`config.mk`:
```
export PLATFORM = sky130hd
export DESIGN_NAME = fg_output_slew_limiter
export DESIGN_NICKNAME = d
export VERILOG_FILES = /design/src/rtl/fg_pkg.sv /design/src/rtl/fg_slew_step.sv /design/src/rtl/fg_output_slew_limiter.sv
export SDC_FILE = /design/constraint.sdc
export NUM_CORES = 1
export LEC_CHECK = 0
export ABC_CLOCK_PERIOD_IN_PS = 21500
export BUFFER_PORTS_ARGS = -buffer_cell sky130_fd_sc_hd__buf_2
export CAP_MARGIN = 20
export CORE_ASPECT_RATIO = 1.25
export CORE_MARGIN = 5
export CORE_UTILIZATION = 60
export DETAILED_ROUTE_END_ITERATION = 7
export GPL_TIMING_DRIVEN = 0
export PLACE_DENSITY = 0.85
export REMOVE_ABC_BUFFERS = 1
export SETUP_SLACK_MARGIN = 0.05
export SYNTH_ARGS = -nofsm -noshare
export SYNTH_HDL_FRONTEND = slang
export SYNTH_SLANG_ARGS = --single-unit
```
`constraint.sdc`:
```
create_clock -name clk_i -period 21.5 [get_ports clk_i]
set_clock_uncertainty 0.15 [all_clocks]
set_input_delay 3.225 -clock clk_i [delete_from_list [all_inputs] [get_ports clk_i]]
set_output_delay 3.225 -clock clk_i [all_outputs]
set_load 0.005 [all_outputs]
```
`src/rtl/fg_pkg.sv`:
```
// Shared definitions for the function-generator output stage.
//   fg_out_state_t : output-stage FSM states (IDLE, RAMP_UP, RUN, RAMP_DOWN)
//   sat_limit      : clip a sign-extended value to the signed range of a given width
package fg_pkg;

  typedef enum logic [1:0] {
    IDLE      = 2'd0,
    RAMP_UP   = 2'd1,
    RUN       = 2'd2,
    RAMP_DOWN = 2'd3
  } fg_out_state_t;

  // Working width for sat_limit; callers sign-extend into it and slice the result.
  localparam int SAT_CALC_W = 32;

  // Clips value to [-2^(width-1), 2^(width-1)-1]. clipped is set only when the value
  // lies strictly outside that range, so an exact MIN or MAX is not a clip.
  function automatic logic signed [SAT_CALC_W-1:0] sat_limit(
    input  logic signed [SAT_CALC_W-1:0] value,
    input  int                           width,
    output logic                         clipped
  );
    logic signed [SAT_CALC_W-1:0] hi;
    logic signed [SAT_CALC_W-1:0] lo;
    hi = (32'sd1 <<< (width - 1)) - 32'sd1;
    lo = -hi - 32'sd1;
    clipped = 1'b0;
    sat_limit = value;
    if (value > hi) begin
      sat_limit = hi;
      clipped   = 1'b1;
    end else if (value < lo) begin
      sat_limit = lo;
      clipped   = 1'b1;
    end
  endfunction

endpackage

```
`src/rtl/fg_slew_step.sv`:
```
// One slew-limited step from current toward target (combinational).
//   current  : present output sample (signed)
//   target   : desired sample (signed)
//   max_step : largest allowed |target - current| per step; 0 jumps straight to target
//   next_val : sample after this step
//   done     : next_val has reached target
module fg_slew_step
  import fg_pkg::*;
#(
  parameter int BITWIDTH = 16
) (
  input  logic signed [BITWIDTH-1:0] current,
  input  logic signed [BITWIDTH-1:0] target,
  input  logic        [BITWIDTH-1:0] max_step,
  output logic signed [BITWIDTH-1:0] next_val,
  output logic                       done
);

  // One extra bit keeps the difference of two full-range samples exact.
  logic signed [BITWIDTH:0] diff;
  logic signed [BITWIDTH:0] step_pos;
  logic signed [BITWIDTH:0] step_neg;
  logic signed [BITWIDTH:0] step;
  logic                     step_unused;

  always_comb begin
    diff     = {target[BITWIDTH-1], target} - {current[BITWIDTH-1], current};
    step_pos = {1'b0, max_step};
    step_neg = -step_pos;
    if (max_step == '0) begin
      step = diff;
    end else if (diff > step_pos) begin
      step = step_pos;
    end else if (diff < step_neg) begin
      step = step_neg;
    end else begin
      step = diff;
    end
    // The clamped step never overshoots target, so the sum stays in range and
    // modular BITWIDTH-bit addition is exact.
    next_val = current + step[BITWIDTH-1:0];
    done     = (next_val == target);
  end

  assign step_unused = step[BITWIDTH];

endmodule

```
`src/rtl/fg_output_slew_limiter.sv`:
```
// Registered output stage of the function generator.
// Stage 1 selects a source, adds the offset and saturates; stage 2 slew-limits toward
// the target (the stage-1 sample while enabled, zero while ramping down / idle).
// Handshake: valid_i is a one-cycle sample strobe with no backpressure (no ready);
// every strobe produces exactly one valid_o pulse two clocks later.
// Ports:
//   clk_i, rst_i      clock, asynchronous active-high reset
//   outputEnable_i    request output; low ramps to zero then idles
//   valid_i           sample strobe for select_i / offset_i / data_i
//   select_i          source index (out-of-range selects source 0)
//   offset_i          signed offset added to the selected source
//   data_i            DATA_COUNT packed signed sources of BITWIDTH+1 bits
//   maxStep_i         max |delta| per output sample, 0 disables slew limiting
//   satClear_i        synchronous clear of satCount_o
//   out_o, valid_o    limited sample and its one-cycle update pulse
//   active_o          high whenever the FSM is not IDLE
//   satCount_o        saturating count of clipped samples
//   state_o           FSM state (debug visibility)
module fg_output_slew_limiter
  import fg_pkg::*;
#(
  parameter  int BITWIDTH      = 16,
  parameter  int DATA_COUNT    = 3,
  parameter  int SAT_CNT_WIDTH = 8,
  localparam int SEL_W         = (DATA_COUNT > 1) ? $clog2(DATA_COUNT) : 1
) (
  input  logic                                clk_i,
  input  logic                                rst_i,
  input  logic                                outputEnable_i,
  input  logic                                valid_i,
  input  logic [SEL_W-1:0]                    select_i,
  input  logic [BITWIDTH-1:0]                 offset_i,
  input  logic [DATA_COUNT*(BITWIDTH+1)-1:0]  data_i,
  input  logic [BITWIDTH-1:0]                 maxStep_i,
  input  logic                                satClear_i,
  output logic signed [BITWIDTH-1:0]          out_o,
  output logic                                valid_o,
  output logic                                active_o,
  output logic [SAT_CNT_WIDTH-1:0]            satCount_o,
  output logic [1:0]                          state_o
);

  // ---------------- Stage 1: select, offset, saturate ----------------
  logic [BITWIDTH:0]              src_sel;
  logic signed [BITWIDTH+1:0]     sum;
  logic signed [SAT_CALC_W-1:0]   sum_ext;
  logic signed [SAT_CALC_W-1:0]   sat_ext;
  logic                           clip_c;
  logic                           sat_unused_bits;

  logic signed [BITWIDTH-1:0]     s1;
  logic                           clip1;
  logic                           v1;

  always_comb begin
    src_sel = data_i[BITWIDTH:0];
    for (int k = 1; k < DATA_COUNT; k++) begin
      if (int'(select_i) == k) begin
        src_sel = data_i[k*(BITWIDTH+1) +: (BITWIDTH+1)];
      end
    end
    // Two guard bits: a full-range source plus a full-range offset cannot overflow.
    sum     = {src_sel[BITWIDTH], src_sel} + {{2{offset_i[BITWIDTH-1]}}, offset_i};
    sum_ext = {{(SAT_CALC_W-BITWIDTH-2){sum[BITWIDTH+1]}}, sum};
    sat_ext = sat_limit(sum_ext, BITWIDTH, clip_c);
  end

  assign sat_unused_bits = ^sat_ext[SAT_CALC_W-1:BITWIDTH];

  always_ff @(posedge clk_i or posedge rst_i) begin
    if (rst_i) begin
      v1    <= 1'b0;
      s1    <= '0;
      clip1 <= 1'b0;
    end else begin
      v1 <= valid_i;
      if (valid_i) begin
        s1    <= sat_ext[BITWIDTH-1:0];
        clip1 <= clip_c;
      end
    end
  end

  // ---------------- Stage 2: slew limit and FSM ----------------
  fg_out_state_t               state_q;
  fg_out_state_t               state_d;
  logic signed [BITWIDTH-1:0]  target;
  logic signed [BITWIDTH-1:0]  step_next;
  logic                        step_done;

  // Ramping down and idling both steer the output to zero.
  assign target = (state_q == IDLE || state_q == RAMP_DOWN) ? '0 : s1;

  fg_slew_step #(
    .BITWIDTH (BITWIDTH)
  ) u_slew_step (
    .current  (out_o),
    .target   (target),
    .max_step (maxStep_i),
    .next_val (step_next),
    .done     (step_done)
  );

  // Enable transitions are checked first so they win over a coincident ramp completion.
  always_comb begin
    state_d = state_q;
    case (state_q)
      IDLE: begin
        if (outputEnable_i) state_d = RAMP_UP;
      end
      RAMP_UP: begin
        if (!outputEnable_i)       state_d = RAMP_DOWN;
        else if (v1 && step_done)  state_d = RUN;
      end
      RUN: begin
        if (!outputEnable_i) state_d = RAMP_DOWN;
      end
      RAMP_DOWN: begin
        if (outputEnable_i)        state_d = RAMP_UP;
        else if (v1 && step_done)  state_d = IDLE;
      end
      default: state_d = IDLE;
    endcase
  end

  always_ff @(posedge clk_i or posedge rst_i) begin
    if (rst_i) begin
      state_q <= IDLE;
      out_o   <= '0;
      valid_o <= 1'b0;
    end else begin
      state_q <= state_d;
      valid_o <= v1;
      if (v1) begin
        out_o <= step_next;
      end
    end
  end

  // ---------------- Clip counter ----------------
  always_ff @(posedge clk_i or posedge rst_i) begin
    if (rst_i) begin
      satCount_o <= '0;
    end else if (satClear_i) begin
      satCount_o <= '0;
    end else if (v1 && clip1 && state_q != IDLE && !(&satCount_o)) begin
      satCount_o <= satCount_o + 1'b1;
    end
  end

  assign active_o = (state_q != IDLE);
  assign state_o  = state_q;

endmodule

```
==> impl_metrics.py, run 1 <==
metrics = {
    "synthesis": {
        "netlist_area_sq_um": 6600,
        "synth_xor_area_share_pct": 10.3,
        "syn_avg_cell_area_sq_um": 7.75,
        "synth.area.mux_share_pct": 4.47,
        "synthDistinctLibCells": 82,
        "async_flop_share_pct": 100,
        "synthFlopType": "dfrtp_1",
        "synth_warnings": 0,
        "yosysTopAreaCell": "dfrtp_1",
        "synth_compound_area_share_pct": 25.0,
        "synth_top_family_by_area": "compound AO/OA/AOI/OAI gates",
        "ys_ff_latch": 45,
        "yosysTopAreaCellShare_pct": 17.1,
        "seq_area_frac_synth_pct": 17.1,
        "synth_fa_ha_area_share_pct": 17.4,
        "synth-simple-area-share_pct": 20.3,
        "yosys-top-cells-area": "dfrtp_1 17%, ha_1 16%, a21oi_1 7.1%, xnor2_1 6.0%, nor2_1 4.2%",
        "netlist_instances": 852,
        "synth_edf_count": 0,
    },
    "floorplanning": {
        "initial_core_util_pct": 61.9,
        "row_count": 42,
        "die_width_um": 104,
        "die_y_um": 127,
        "pin_count": 118,
        "core_sq_um": 10700,
        "dieArea_sq_um": 13200,
    },
    "routing": {
        "postRouteAntennaNets": 0,
        "wl_um": 15900,
        "drtPass1Iterations": 5,
        "vias_per_cell": 5.87,
        "vias": 6327,
        "route.detailed.drc": 0,
        "drt-initial-drc-count": 264,
        "wl_per_cell_um": 14.7,
    },
    "final_layout": {
        "n_antenna_cell": 0,
        "final_nets": 1122,
        "fillers": 921,
        "drive_above_1_share_pct": 16.7,
        "area_growth_pct": 12.5,
    },
    "clock_network": {
        "numCtsBuffers": 5,
        "clock-sinks": 45,
        "cts.clk_slew.worst_paths_ns": 0.07,
        "clk-insertion-delay-late_ns": 0.29,
        "cts_setup_buffers": 0,
        "cts_buffer_depth": 2,
        "cts_hold_buf": 0,
        "cts_tree": "yes",
        "clock-root-buffer": "clkbuf_16",
        "cts_resized": 0,
        "htree_levels": 2,
    },
    "sta": {
        "period_needed_ns": 11.10,
        "setup_viol": 0,
        "fin_crit_sh_pct": 51.6,
        "slew_headroom_pct": 20.3,
        "finalSetupTns_ns": 0,
        "final_hold_viol_count": 0,
        "fmax_mhz": 90.1,
        "rsz0062_at_grt": "no",
        "maxSlewViolCount": 0,
        "worst_pin_slew_ns": 1.20,
    },
    "grt": {
        "grt_start_max_net_pins": 51,
        "grt_pass1_vias": 6397,
        "antenna_found_initial": 0,
        "gr-total-overflow": 0,
        "grt_usage_pct": 23.8,
        "grt_first_pass_wirelength_um": 27300,
    },
    "critical_path": {
        "crit_path_end_kind": "flip-flop",
        "critPathRequiredTime_ns": 21.53,
        "critPathMaxStageDelay_ns": 0.53,
        "cp-start-kind": "input port",
        "crit_type": "input port to flip-flop",
        "cp_num_buf_inv": 2,
        "critical_path.slowest_cell": "o21ai_4",
        "critPathTopFamily": "compound AO/OA/AOI/OAI gates",
        "arrival_ns": 11.14,
        "cp_max_fo": 28,
    },
    "min_path": {
        "worstHoldPathType": "flip-flop to flip-flop",
    },
    "place": {
        "gp_congestion": 0.881,
        "hpwlAfterDp_um": 13100,
        "portBuffers": 117,
    },
    "flow_run": {
        "maxCapViolations": 0,
    },
    "outcome": {
        "status": "finished, final reports clean",
    },
}
through the flow:
| step | utilization (%) | instances | area [sq um] | hold WS, ns | worst slack (ns) |
|---|---|---|---|---|---|
| global placement | 67.7 | 1069 | 7230 | 0.347 | 10.27 |
| floorplan | - | 820 | 6480 | 0.332 | 11.48 |
| finish | 69.6 | 1078 | 7420 | 0.367 | 10.40 |
| CTS | 69.6 | 1078 | 7420 | 0.372 | 10.48 |
| detailed placement | 68.0 | 1070 | 7250 | 0.355 | 10.21 |
| global route | 69.6 | 1078 | 7420 | 0.385 | 9.78 |
synthesized netlist by cell type (all sizes together), types with 5 or more instances:
cell / instances
a2111oi: 6
a211oi: 20
a21o: 14
a21oi: 94
and2: 10
clkbuf: 28
dfrtp: 45
ha: 85
inv: 65
mux2i: 25
nand2: 65
nand2b: 10
nand3: 15
nand3b: 6
nand4: 12
nor2: 73
nor2b: 28
nor3: 15
nor3b: 6
o211ai: 9
o21a: 8
o21ai: 55
o22ai: 5
or3: 8
xnor2: 46
xor2: 27
tightest hold or removal path, delay by kind of cell (launching register included):
kind	cells	cell delay (ns)
compound gates	1	0.10
flops	1	0.34
simple gates	1	0.04
metal layers:
| metal | vias to the layer above | share of wire, % | GRT usage, % |
|---|---|---|---|
| met5 | - | 0 | 0 |
| met4 | 0 | 3.2 | 9.07 |
| met3 | 32 | 5.2 | 2.72 |
| met2 | 167 | 49 | 44.6 |
| met1 | 2892 | 42 | 27.6 |
| li1 | 3236 | - | - |
worst paths after layout:
check                                       startpoint                endpoint  slack [ns]  cells past startpoint
worst min-delay path                 s1[8]$_DFFE_PP0P_       s1[8]$_DFFE_PP0P_        0.37                      2
worst max-delay path                      maxStep_i[2]  state_o[0]$_DFFE_PP0P_       10.40                     31
worst min register to register       s1[8]$_DFFE_PP0P_       s1[8]$_DFFE_PP0P_        0.37                      2
max in group asynchronous                        rst_i    out_o[1]$_DFFE_PP0P_       18.00                      3
min in group asynchronous                        rst_i  state_o[1]$_DFFE_PP0P_        2.73                      2
worst max register to register  state_o[0]$_DFFE_PP0P_  state_o[0]$_DFFE_PP0P_       10.60                     35
placed cells by master (no fill, tap or decap), drive strengths merged, types with 3 or more instances in the layout:
cell / n
nand4: 12
nand2: 65
dfrtp: 45
xor2: 27
nor3b: 6
o41ai: 3
o211ai: 9
a211oi: 20
nand3b: 6
maj3: 4
o22ai: 5
nand2b: 10
xnor2: 46
and2: 10
clkbuf: 5
a221oi: 3
or3: 8
nor4: 3
o21a: 8
mux2: 4
a21o: 14
a221o: 4
nor3: 15
a31oi: 4
o21ai: 55
nand3: 15
mux2i: 25
nor2b: 28
ha: 85
a21oi: 94
a2111oi: 6
buf: 118
nor2: 73
o21bai: 4
inv: 65
sequential cells by signal, summed over array words and instances (netlist names):
register	cells
s1	16
v1	1
out_o	16
valid_o	1
satCount_o	8
state_o	2
clip1	1
kinds of logic (layout without fill, tap and decap cells):
kind of cell	after synthesis	in the layout
xor gates and xnor gates	74	74
buffers and inverters	97	191
DFF	45	45
adders and majority gates	91	91
AOI/OAI and AO/OA	255	255
and+or+nand+nor	261	261
muxes	29	29
cell type report:
cell class	count	area (sq um)	area share, %
multi-input cells	710	5110	68.9
inverters	65	244	3.29
clock inverters	3	46.3	0.624
flip-flops and latches	45	1130	15.2
repair buffers	118	606	8.16
clock buffers	5	125	1.69
well taps	132	165	2.22
Power of run 1 is not shown: default switching activity piles up to over one toggle a cycle in this logic, so the estimate is an artifact.
==> run 2: changes to the inputs <==
Settings changed: ABC_CLOCK_PERIOD_IN_PS 21500 to 11500, CORE_UTILIZATION 60 to 58, PLACE_DENSITY 0.85 to 0.82.
Clock period 21.5 ns to 11.5 ns, I/O delays scaled along.
==> run 2 against run 1 <==
Compared with the run above: design area is 0.20% higher; non-clock buffer count stayed put; global-route usage fell by 0.75 points; worst hold slack got worse by 0.00074 ns; worst setup slack worse by 9.3 ns; highest routed layer unchanged; routed wire length decreased by 0.52%.
==> impl_metrics.py, run 2 (synthesized netlist as in run 1, its figures left out) <==
metrics = {
    "outcome": {
        "status": "finished, final reports clean",
    },
    "place": {
        "hpwlAfterDp_um": 12900,
        "post_dp_cell_area_sq_um": 7260,
        "portBuffers": 117,
        "pre_cts_ws_ns": 0.772,
        "gp_congestion": 0.877,
    },
    "final_layout": {
        "area_growth_pct": 12.7,
        "n_antenna_cell": 0,
        "drive_above_1_share_pct": 16.7,
        "layout_commonest_cell": "buf_2",
        "final_nets": 1122,
        "fillers": 969,
        "fin_area_sq_um": 7440,
        "final_cell_mix": "117 x buf_2, 94 x a21oi_1, 85 x ha_1",
        "largest_registers": "out_o: 16 flops, s1: 16 flops, satCount_o: 8 flops",
    },
    "clock_network": {
        "htree_levels": 2,
        "clock-sinks": 45,
        "cts.clk_slew.worst_paths_ns": 0.07,
        "clk-insertion-delay-late_ns": 0.29,
        "cts_hold_buf": 0,
        "cts_tree": "yes",
        "clock-root-buffer": "clkbuf_16",
        "cts_buffer_depth": 2,
        "cts_setup_buffers": 0,
        "numCtsBuffers": 5,
        "cts_resized": 0,
    },
    "sta": {
        "fin_ws_ns": 1.05,
        "final_hold_viol_count": 0,
        "rsz0062_at_grt": "no",
        "fmax_mhz": 95.7,
        "slew_headroom_pct": 27.6,
        "finalSetupTns_ns": 0,
        "setup_viol": 0,
        "maxSlewViolCount": 0,
        "period_needed_ns": 10.45,
        "fin_crit_sh_pct": 90.9,
        "worst_pin_slew_ns": 1.09,
    },
    "critical_path": {
        "cp-start-kind": "flip-flop",
        "reg2regPathDepth": 36,
        "cp_max_fo": 29,
        "critical_path.slowest_cell": "ha_1",
        "critPathRequiredTime_ns": 11.53,
        "crit_type": "flip-flop to flip-flop",
        "arrival_ns": 10.49,
        "critPathMaxStageDelay_ns": 0.89,
        "cpMostUsedCell": "a21oi_1",
        "crit_path_end_kind": "flip-flop",
    },
    "floorplanning": {
        "pin_count": 118,
        "dieArea_sq_um": 13600,
        "row_count": 43,
        "core_sq_um": 11100,
        "die_width_um": 105,
        "die_y_um": 129,
        "initial_core_util_pct": 59.3,
    },
    "routing": {
        "vias_per_cell": 5.87,
        "drt-initial-drc-count": 346,
        "route.detailed.drc": 0,
        "vias": 6344,
        "wl_um": 15800,
        "postRouteAntennaNets": 0,
        "drtPass1Iterations": 5,
        "wl_per_cell_um": 14.6,
    },
    "flow_run": {
        "maxCapViolations": 0,
    },
    "grt": {
        "gr-total-overflow": 0,
        "antenna_found_initial": 0,
        "grt_usage_pct": 23.0,
        "grt_start_max_net_pins": 51,
        "grt_first_pass_wirelength_um": 26500,
        "grt_pass1_vias": 6090,
    },
    "min_path": {
        "worstHoldPathType": "flip-flop to flip-flop",
        "hold_depth": 2,
    },
}
==> run 2: cell count changes in the layout (fill, tap and decap cells not counted) <==
cell and delta:
a221oi_2 -1, a221oi_4 +1
==> run 2: final timing paths <==
check	startpoint	to	slack (ns)
min reg2reg	s1[11]$_DFFE_PP0P_	s1[11]$_DFFE_PP0P_	0.37
min	s1[11]$_DFFE_PP0P_	s1[11]$_DFFE_PP0P_	0.37
max reg2reg	state_o[0]$_DFFE_PP0P_	state_o[0]$_DFFE_PP0P_	1.05
max in group asynchronous	rst_i	out_o[1]$_DFFE_PP0P_	9.52
max	state_o[0]$_DFFE_PP0P_	state_o[0]$_DFFE_PP0P_	1.05
min in group asynchronous	rst_i	valid_o$_DFF_PP0_	1.22
==> run 2: metrics by stage <==
step           std cells  util, %  hold slack [ns]
2_1_floorplan        820        -            0.332
3_5_place_dp        1073     65.1            0.356
6_report            1081     66.8            0.366
4_1_cts             1081     66.7            0.370
3_3_place_gp        1072     64.9            0.348
5_1_grt             1081     66.8            0.418
==> run 2: final cells by class <==
cell class              count  area (sq um)  share of cell area [%]
inverters                  65           244                    3.28
well taps                 135           169                    2.27
repair buffers            118           606                    8.14
multi-input cells         710          5120                    68.9
clock buffers               5           125                    1.68
flip-flops and latches     45          1130                    15.1
clock inverters             3          46.3                   0.622
==> run 2: per-layer routing <==
| metal | part of all wire (%) | global-route usage, % |
|---|---|---|
| met1 | 42 | 26.8 |
| met2 | 49 | 42.3 |
| met3 | 5.1 | 2.99 |
| met4 | 3.0 | 9.96 |
| met5 | 0 | 0 |
==> run 2: worst max-delay path, delay by kind of cell, from the launching register on <==
family | cells | cell delay [ns]
and+or+nand+nor | 7 | 1.06
buffers and inverters | 3 | 0.56
DFF | 1 | 0.45
adders and majority gates | 5 | 2.00
AOI/OAI and AO/OA | 18 | 5.35
xor gates and xnor gates | 3 | 0.75
Power of run 2 is left out for the same reason.
